**config.mk**
```make
export PLATFORM = sky130hd
export DESIGN_NAME = mem_access_ctrl_flat
export DESIGN_NICKNAME = d
export VERILOG_FILES = /design/src/rtl/mips_pkg.sv /design/src/rtl/mem_access_ctrl_if.sv /design/src/rtl/mem_access_ctrl_wait_timer.sv /design/src/rtl/mem_access_ctrl.sv /design/src/flat_wrapper.sv
export SDC_FILE = /design/constraint.sdc
export NUM_CORES = 1
export LEC_CHECK = 0
export CORE_ASPECT_RATIO = 0.7
export CORE_UTILIZATION = 44
export CTS_CLUSTER_SIZE = 12
export DETAILED_ROUTE_END_ITERATION = 7
export MAX_ROUTING_LAYER = met4
export PLACE_DENSITY_LB_ADDON = 0.2
export SYNTH_ARGS = -nofsm -noshare
export SYNTH_HDL_FRONTEND = slang
export SYNTH_SLANG_ARGS = --single-unit
export TNS_END_PERCENT = 1
```
**constraint.sdc**
```tcl
create_clock -name clk -period 3.1 [get_ports clk]
set_input_delay 0.775 -clock clk [delete_from_list [all_inputs] [get_ports clk]]
set_output_delay 0.775 -clock clk [all_outputs]
set_load 0.01 [all_outputs]
```
**src/rtl/mips_pkg.sv**
```systemverilog
// Shared MIPS pipeline definitions: the MEM-stage FSM encodings, the data-memory
// timeout default and the MEM/WB control width.
package mips_pkg;

  typedef enum logic [1:0] {
    ST_IDLE = 2'd0,
    ST_WAIT = 2'd1,
    ST_DONE = 2'd2
  } state_t;

  localparam int MEM_TIMEOUT_DEFAULT = 255;
  localparam int CTRL_WB_W           = 2;

endpackage

```
**src/rtl/mem_access_ctrl_if.sv**
```systemverilog
// Data-memory req/ack bus. The controller drives it through the master modport and the memory
// through the slave modport. Request fields hold steady until ack; rdata is valid in the ack cycle.
interface mem_access_ctrl_if #(
  parameter int ADDR_W = 32,
  parameter int DATA_W = 32
);
  logic              dmem_req;
  logic              dmem_we;
  logic [ADDR_W-1:0] dmem_addr;
  logic [DATA_W-1:0] dmem_wdata;
  logic              dmem_ack;
  logic [DATA_W-1:0] dmem_rdata;

  modport master (
    output dmem_req, dmem_we, dmem_addr, dmem_wdata,
    input  dmem_ack, dmem_rdata
  );

  modport slave (
    input  dmem_req, dmem_we, dmem_addr, dmem_wdata,
    output dmem_ack, dmem_rdata
  );
endinterface

```
**src/rtl/mem_access_ctrl_wait_timer.sv**
```systemverilog
// WAIT-cycle counter: clr loads 0, inc counts up and saturates at all-ones; the count is visible the cycle after.
// tc flags the last permitted WAIT cycle (count == TERM-1). There is no backpressure.
module mem_wait_timer #(
  parameter int TERM = 255,
  parameter int W    = 8
) (
  input  logic clk,
  input  logic rst_n,
  input  logic clr,
  input  logic inc,
  output logic tc
);

  logic [W-1:0] cnt_q, cnt_d;

  always_comb begin
    cnt_d = cnt_q;
    if (clr) begin
      cnt_d = '0;
    end else if (inc && (cnt_q != {W{1'b1}})) begin
      cnt_d = cnt_q + 1'b1;
    end
  end

  always_ff @(posedge clk or negedge rst_n) begin
    if (!rst_n) begin
      cnt_q <= '0;
    end else begin
      cnt_q <= cnt_d;
    end
  end

  assign tc = (cnt_q == W'(TERM - 1));

endmodule

```
**src/rtl/mem_access_ctrl.sv**
```systemverilog
// MEM-stage sequencer: a load/store goes IDLE -> WAIT (req until ack or timeout) -> DONE, 3 cycles minimum.
// It stalls the upstream latches and bubbles MEM/WB until DONE. Non-memory instructions pass with no added latency.
module mem_access_ctrl
  import mips_pkg::*;
#(
  parameter int ADDR_W         = 32,
  parameter int DATA_W         = 32,
  parameter int TIMEOUT_CYCLES = MEM_TIMEOUT_DEFAULT
) (
  input  logic              clk,
  input  logic              rst_n,
  input  logic              ex_mem_valid,
  input  logic              ex_mem_memread,
  input  logic              ex_mem_memwrite,
  input  logic [ADDR_W-1:0] ex_mem_addr,
  input  logic [DATA_W-1:0] ex_mem_wdata,
  mem_access_ctrl_if.master mem,
  output logic              stall,
  output logic              memwb_bubble,
  output logic [DATA_W-1:0] read_data_out,
  output logic              mem_err,
  output logic              busy
);

  localparam int TW = $clog2(TIMEOUT_CYCLES + 1);

  state_t            state_q, state_d;
  logic              we_q, we_d;
  logic [ADDR_W-1:0] addr_q, addr_d;
  logic [DATA_W-1:0] wdata_q, wdata_d;
  logic [DATA_W-1:0] rdata_q, rdata_d;
  logic              err_q, err_d;
  logic              tmr_clr, tmr_inc, tmr_tc;
  logic              hold;
  logic              access;

  assign access = ex_mem_valid & (ex_mem_memread | ex_mem_memwrite);

  mem_wait_timer #(
    .TERM (TIMEOUT_CYCLES),
    .W    (TW)
  ) u_timer (
    .clk   (clk),
    .rst_n (rst_n),
    .clr   (tmr_clr),
    .inc   (tmr_inc),
    .tc    (tmr_tc)
  );

  always_comb begin
    state_d = state_q;
    we_d    = we_q;
    addr_d  = addr_q;
    wdata_d = wdata_q;
    rdata_d = rdata_q;
    err_d   = 1'b0;
    tmr_clr = 1'b0;
    tmr_inc = 1'b0;
    hold    = 1'b0;
    case (state_q)
      ST_IDLE: begin
        if (access) begin
          hold    = 1'b1;
          we_d    = ex_mem_memwrite;
          addr_d  = ex_mem_addr;
          wdata_d = ex_mem_wdata;
          tmr_clr = 1'b1;
          state_d = ST_WAIT;
        end
      end
      ST_WAIT: begin
        hold = 1'b1;
        if (mem.dmem_ack) begin
          // A store keeps the previous read data so MEM/WB sees no stray value.
          if (!we_q) begin
            rdata_d = mem.dmem_rdata;
          end
          state_d = ST_DONE;
        end else if (tmr_tc) begin
          rdata_d = '0;
          err_d   = 1'b1;
          state_d = ST_DONE;
        end else begin
          tmr_inc = 1'b1;
        end
      end
      ST_DONE: state_d = ST_IDLE;
      default: state_d = ST_IDLE;
    endcase
  end

  always_ff @(posedge clk or negedge rst_n) begin
    if (!rst_n) begin
      state_q <= ST_IDLE;
      we_q    <= 1'b0;
      addr_q  <= '0;
      wdata_q <= '0;
      rdata_q <= '0;
      err_q   <= 1'b0;
    end else begin
      state_q <= state_d;
      we_q    <= we_d;
      addr_q  <= addr_d;
      wdata_q <= wdata_d;
      rdata_q <= rdata_d;
      err_q   <= err_d;
    end
  end

  // The IDLE decode is combinational on ex_mem_*, so it must be masked while reset is low.
  assign stall          = hold & rst_n;
  assign memwb_bubble   = hold & rst_n;
  assign mem.dmem_req   = (state_q == ST_WAIT);
  assign mem.dmem_we    = we_q;
  assign mem.dmem_addr  = addr_q;
  assign mem.dmem_wdata = wdata_q;
  assign read_data_out  = rdata_q;
  assign mem_err        = err_q;
  assign busy           = (state_q != ST_IDLE);

endmodule
```
**src/flat_wrapper.sv**
```systemverilog
// flat-port wrapper written by rule: the top's interface ports become plain ports
module mem_access_ctrl_flat import mips_pkg::*;
#(
  parameter int ADDR_W         = 32,
  parameter int DATA_W         = 32,
  parameter int TIMEOUT_CYCLES = MEM_TIMEOUT_DEFAULT
)
  (clk, rst_n, ex_mem_valid, ex_mem_memread, ex_mem_memwrite, ex_mem_addr, ex_mem_wdata, stall, memwb_bubble, read_data_out, mem_err, busy, mem_dmem_req, mem_dmem_we, mem_dmem_addr, mem_dmem_wdata, mem_dmem_ack, mem_dmem_rdata);
  mem_access_ctrl_if #(.ADDR_W(ADDR_W), .DATA_W(DATA_W)) mem_i ();
  input  logic clk;
  input  logic rst_n;
  input  logic ex_mem_valid;
  input  logic ex_mem_memread;
  input  logic ex_mem_memwrite;
  input  logic [ADDR_W-1:0] ex_mem_addr;
  input  logic [DATA_W-1:0] ex_mem_wdata;
  output logic stall;
  output logic memwb_bubble;
  output logic [DATA_W-1:0] read_data_out;
  output logic mem_err;
  output logic busy;
  output wire logic [$bits(mem_i.dmem_req)-1:0] mem_dmem_req;
  output wire logic [$bits(mem_i.dmem_we)-1:0] mem_dmem_we;
  output wire logic [$bits(mem_i.dmem_addr)-1:0] mem_dmem_addr;
  output wire logic [$bits(mem_i.dmem_wdata)-1:0] mem_dmem_wdata;
  input wire logic [$bits(mem_i.dmem_ack)-1:0] mem_dmem_ack;
  input wire logic [$bits(mem_i.dmem_rdata)-1:0] mem_dmem_rdata;
  assign mem_dmem_req = mem_i.dmem_req;
  assign mem_dmem_we = mem_i.dmem_we;
  assign mem_dmem_addr = mem_i.dmem_addr;
  assign mem_dmem_wdata = mem_i.dmem_wdata;
  assign mem_i.dmem_ack = mem_dmem_ack;
  assign mem_i.dmem_rdata = mem_dmem_rdata;
  mem_access_ctrl #(.ADDR_W(ADDR_W), .DATA_W(DATA_W), .TIMEOUT_CYCLES(TIMEOUT_CYCLES)) u_core (.clk(clk), .rst_n(rst_n), .ex_mem_valid(ex_mem_valid), .ex_mem_memread(ex_mem_memread), .ex_mem_memwrite(ex_mem_memwrite), .ex_mem_addr(ex_mem_addr), .ex_mem_wdata(ex_mem_wdata), .mem(mem_i), .stall(stall), .memwb_bubble(memwb_bubble), .read_data_out(read_data_out), .mem_err(mem_err), .busy(busy));
endmodule
```
* Yosys cells after proc, flatten, opt, wreduce, memory -nomap -nowiden
Cells that the tools add are included.
** Word-level totals
- Register bits after elaboration :: 108
- Bits in latches :: 0
- Memory bits (writable) :: 0
- ROM bits :: 0
- Bits of input ports :: 102
- Output and inout bits :: 102
- Logic and storage cells :: 43
- Memories :: 0
** Operators by class
- Add/subtract/negate cells :: 1
- Multipliers :: 0
- Div/mod/pow operators :: 0
- Order comparisons :: 0
- Equal/unequal tests :: 6
- Shifts and indexed selects :: 0
- Mux-type cells :: 18
- Bitwise gates (word level) :: 3
- Reductions and logical operators :: 8
** Operators with widths (count)
- two-way mux 32 bit :: 3
- two-way mux 8 bit :: 2
- adder 8 x 1 -> 8 bit (second input constant) :: 1
- equality test 8 bit (second input constant) :: 1
- two-way mux 1 bit :: 8
- != test 8 bit (second input constant) :: 1
- two-way mux 2 bit :: 3
- nonzero test 2 bit :: 3
- one-hot mux 2 bit (2 select lines) :: 1
- AND reduction 2 bit :: 2
- != test 3 x 1 -> 1 bit (second input constant) :: 1
- AND reduction 3 bit :: 1
- AND 1 bit :: 2
- equality test 2 x 1 -> 1 bit (second input constant) :: 1
- zero test 2 bit :: 1
- != test 2 x 1 -> 1 bit (second input constant) :: 1
- != test 2 bit (second input constant) :: 1
- one-hot mux 1 bit (2 select lines) :: 1
- logical AND 1 bit :: 1
- bitwise OR 1 bit :: 1

* Longest topological paths before layout
- Depth after elaboration :: 7
- Gate-level depth with buffers :: 7
- Mapped depth without buffers :: 6

* Cells and area by module
Synthesis repeated with hierarchy kept, for this count alone.
** Unflattened totals
- Cell total of the unflattened synthesis :: 343
- Area total of the unflattened synthesis :: 4650.7 µm²
** By module, submodules not included
- mem_access_ctrl :: instances 1, cells each 290, area each 4155.2 µm², seq. area each 2502.4 µm²
- mem_wait_timer :: instances 1, cells each 53, area each 495.5 µm², seq. area each 200.2 µm²

* Worst setup path after synthesis
OpenSTA, ideal clock, no wires.
- Kind :: input to output
- From :: in ex_mem_memwrite
- To :: out stall
- Arrival :: 1.515 ns
- Required time :: 2.325 ns
- Setup slack :: 0.810 ns
- Stages on the path :: 4
- Path buffers :: 1
- Cells stage by stage :: o21a_1 -> nor2_1 -> nor3b_1 -> buf_4
** Between the ends
- Cells in the longest elaborated chain, start to end :: 5
** RTL lines
- from (decl) :: RTL line flat_wrapper.sv:14 : input logic ex_mem_memwrite;
- bitwise OR 1 bit :: RTL line mem_access_ctrl.sv:37 : assign access = ex_mem_valid & (ex_mem_memread | ex_mem_memwrite);
- AND 1 bit :: RTL line mem_access_ctrl.sv:37
- two-way mux 1 bit :: RTL line mem_access_ctrl.sv:62 : if (access) begin
- one-hot mux 1 bit (2 select lines) :: RTL line mem_access_ctrl.sv:60 : case (state_q)
- AND 1 bit
- to (decl) :: RTL line flat_wrapper.sv:17 : output logic stall;
No other way between the ends.

* Final worst setup path
- From :: in ex_mem_memwrite
- To :: out memwb_bubble
** Between the ends
- Cells in the longest elaborated chain, start to end :: 5
** RTL lines
- bitwise OR 1 bit :: RTL line mem_access_ctrl.sv:37
- AND 1 bit :: RTL line mem_access_ctrl.sv:37
- two-way mux 1 bit :: RTL line mem_access_ctrl.sv:62
- one-hot mux 1 bit (2 select lines) :: RTL line mem_access_ctrl.sv:60
- AND 1 bit :: RTL line mem_access_ctrl.sv:112 : assign memwb_bubble = hold & rst_n;
- to (decl) :: RTL line flat_wrapper.sv:18 : output logic memwb_bubble;
No other way between the ends.

==> summary.txt <==
Status
  • Status: finished, final reports clean

Critical path
  • Worst Setup End Kind: output pin
  • Type of origin of the critical path: input port
  • Crit path DAT: ~2.2 ns
  • WS Path Type: input port to output pin
  • CP required: between 2 and 2.5 ns
  • Largest fanout on the critical path: 2

Placed design
  • Cell area after placement: around 0.0065 sq mm
  • Post-DP HPWL: ~8400 um
  • GPL Wtd Cong: a little under 0.8
  • Port buffer count: approximately 200
  • Pre-CTS setup slack: -0.2207 ns

Detailed routing
  • 1st-pass router iterations: 4
  • Initial DRC count: approximately 240
  • DR vias: a little under 4000
  • Avg WL per Cell: 14.64 um
  • M1 WL: 4919 um
  • Met2 Wirelength: approximately 5800 um
  • Top Metal Used: met4
  • Residual DRC count: 0
  • Routed Antenna Nets: 0
  • DR vias/cell: 4.847
  • Final WL: around 12000 um
  • Routed length on met3: 783 um

Yosys
  • Synth cell count leaders: nand2_1, dfrtp_1, a22oi_1
  • Cell variety after synth: 30
  • Synthesized area per cell: between 9 and 10 sq um
  • Mapped Cells: 480
  • Predominant post-synthesis flop cell: dfrtp_1
  • Post-synthesis sequential area ratio: 0.6150
  • Area share of the largest cell type after synthesis: 0.6150
  • Ys Warns: 0
  • Post-synth ARST share: 1.000
  • Synthesized cell area: around 0.0044 sq mm
  • Largest area contributor in the netlist: dfrtp_1
  • Post-synth EDFFs: 0
  • Most common cell in the netlist: nand2_1
  • Post-Syn Nets: roughly 580
  • Area contributors post-synth: dfrtp_1, nand2_1, a22oi_1, clkbuf_1, buf_2
  • Post-synthesis register bit count: around 110

CTS
  • Worst-Skew Late Latency: 0.35 ns
  • Total setup buffers inserted after CTS: 0
  • Clk sinks: ~110
  • TritonCTS clock tree: yes
  • Clk buf depth: 2
  • Hold Buf Count CTS: 0
  • H-tree lvl count: 3
  • Clock Pin Slew Worst Setup and Hold Paths: around 0.07 ns
  • CTS root buffer: clkbuf_16
  • CTS Buf Count: 9

Timing
  • Final Cycle Share: 0.9534
  • Fmax: around 340 MHz
  • Unrepaired setup endpoints after global routing: no
  • Fin. max-slew vios: 0
  • Final Hold Fails: 0
  • Crit path time final: ~3 ns
  • Setup total negative slack: 0 ns
  • Worst slew pin tran: between 1 and 1.5 ns
  • Final setup viols: 0
  • Post-route clock skew: 0.009403 ns
  • Max_slew headroom: 0.1725
  • PnR worst setup slack: 0.1444 ns

Finish
  • Final #Nets: roughly 780
  • # diodes: 0
  • Final Util: 0.7048
  • Fillers: 750
  • Share of cells above drive strength 1: 0.04993
  • Area growth syn-to-layout: 55.32%
  • Finished Cell Area: approximately 0.0068 sq mm

Power and ir drop
  • PD cells: 778.4 mW/mm^2
  • Leak Pwr: around 3.2 nW
  • Worst ir drop on vdd: roughly 0.00038 V

Global routing
  • Initial antenna violation count: 0
  • Vias in the first global route: around 4000
  • Total grt overflow: 0
  • First-pass GRT wire length: 19490 um
  • All-Layer GR Usage: 0.2517
  • Pin count of the biggest net entering global routing: 83

Floorplan
  • Row Count: 30
  • Die Wd: 121.4 um
  • Initial Util: 0.4537
  • Ports: 204
  • Full die area: roughly 0.010 sq mm
  • Die height: approximately 86 um
  • Core area: between 0.009 and 0.01 sq mm

Worst hold path
  • Hold crit path type: input port to asynchronous set/reset pin

Job
  • Max-cap violations: 0
-- sequential cells by signal, summed over array words and instances (netlist names) --
| register | flops |
|---|---|
| u_core.mem_err | 1 |
| u_core.state_q | 2 |
| u_core.mem.dmem_we | 1 |
| u_core.mem.dmem_addr | 32 |
| u_core.read_data_out | 32 |
| u_core.mem.dmem_wdata | 32 |
| u_core.u_timer.cnt_q | 8 |
-- placed cells by master (no fill, tap or decap), types with 3 or more instances in the layout --
master	instances
inv_1	4
nor2_1	8
nand2_1	263
dfrtp_1	108
a21oi_1	5
clkdlybuf4s50_1	200
clkbuf_16	9
clkbuf_8	3
or3_1	3
a22oi_1	32
buf_4	10
o21ai_0	4
-- critical path, stage by stage --
cell and delay, ns:
clkdlybuf4s50_1 0.48, o21a_1 0.17, nor2_1 0.07, nor3b_2 0.26, buf_4 0.15, dlygate4sd2_1 0.28
-- routing by layer --
| metal | GRT usage | up-vias |
|---|---|---|
| met1 | 0.2961 | 1862 |
| li1 | - | 1918 |
| met3 | 0.08311 | 24 |
| met2 | 0.3998 | 117 |
| met4 | 0.1010 | 0 |
| met5 | - | - |
-- final cells by class --
class                           instances  area [sq um]  share of cell area
Inverter                                4         15.01            0.002200
Clock buffer                           12         266.5             0.03905
Clock inverter                          3         21.27            0.003116
Sequential cell                       108          2703              0.3960
Multi-Input combinational cell        342          1554              0.2277
Timing Repair Buffer                  212          2106              0.3085
Tap cell                              128         160.2             0.02346
-- path summary, 6_finish.rpt --
path | startpoint | endpoint | slack, ns | cells after the start
max in group asynchronous | rst_n | u_core.mem.dmem_addr[6] | 1.33 | 3
max reg2reg | u_core.u_timer.cnt_q[0] | u_core.read_data_out[13] | 0.98 | 6
min | rst_n | u_core.read_data_out[0] | 0.43 | 2
min in group clk | u_core.mem.dmem_addr[18] | u_core.mem.dmem_addr[18] | 0.47 | 2
min reg2reg | u_core.mem.dmem_addr[18] | u_core.mem.dmem_addr[18] | 0.47 | 2
max | ex_mem_memwrite | memwb_bubble | 0.14 | 6
-- metrics by stage --
| step | hold WS [ns] | instances | power [mW] |
|---|---|---|---|
| 6_report | 0.4316 | 809 | 5.313 |
| 5_1_grt | 0.4511 | 809 | 5.647 |
| 4_1_cts | 0.4251 | 809 | 5.373 |
| 3_5_place_dp | 0.4613 | 794 | 4.252 |
| 3_3_place_gp | 0.4562 | 794 | 4.165 |
| 2_1_floorplan | 0.4712 | 480 | 3.001 |
-- repair_timing --
action / 4_1_cts / 5_1_grt
endpoints found under the setup margin: 2 / 0
gates resized for setup: 3 / 0
hold endpoints to repair: 0 / 0
-- power by group --
group	total, mW	internal (mW)	switching [mW]
clock network	1.10	0.606	0.492
registers	2.14	1.85	0.288
logic	2.08	1.15	0.934
total	5.31	3.60	1.71
-- cell families (layout without fill, tap and decap cells) --
| family | count (synthesis) | after routing | share of synthesized area |
|---|---|---|---|
| compound gates | 47 | 47 | 0.07602 |
| xor+xnor | 2 | 2 | 0.003987 |
| fa+ha+maj | 2 | 2 | 0.005694 |
| buf+inv | 30 | 231 | 0.03388 |
| flops | 108 | 108 | 0.6150 |
| mux | 1 | 1 | 0.002278 |
| simple gates | 290 | 290 | 0.2631 |
No activity file was read; power rests on OpenSTA's default activity.
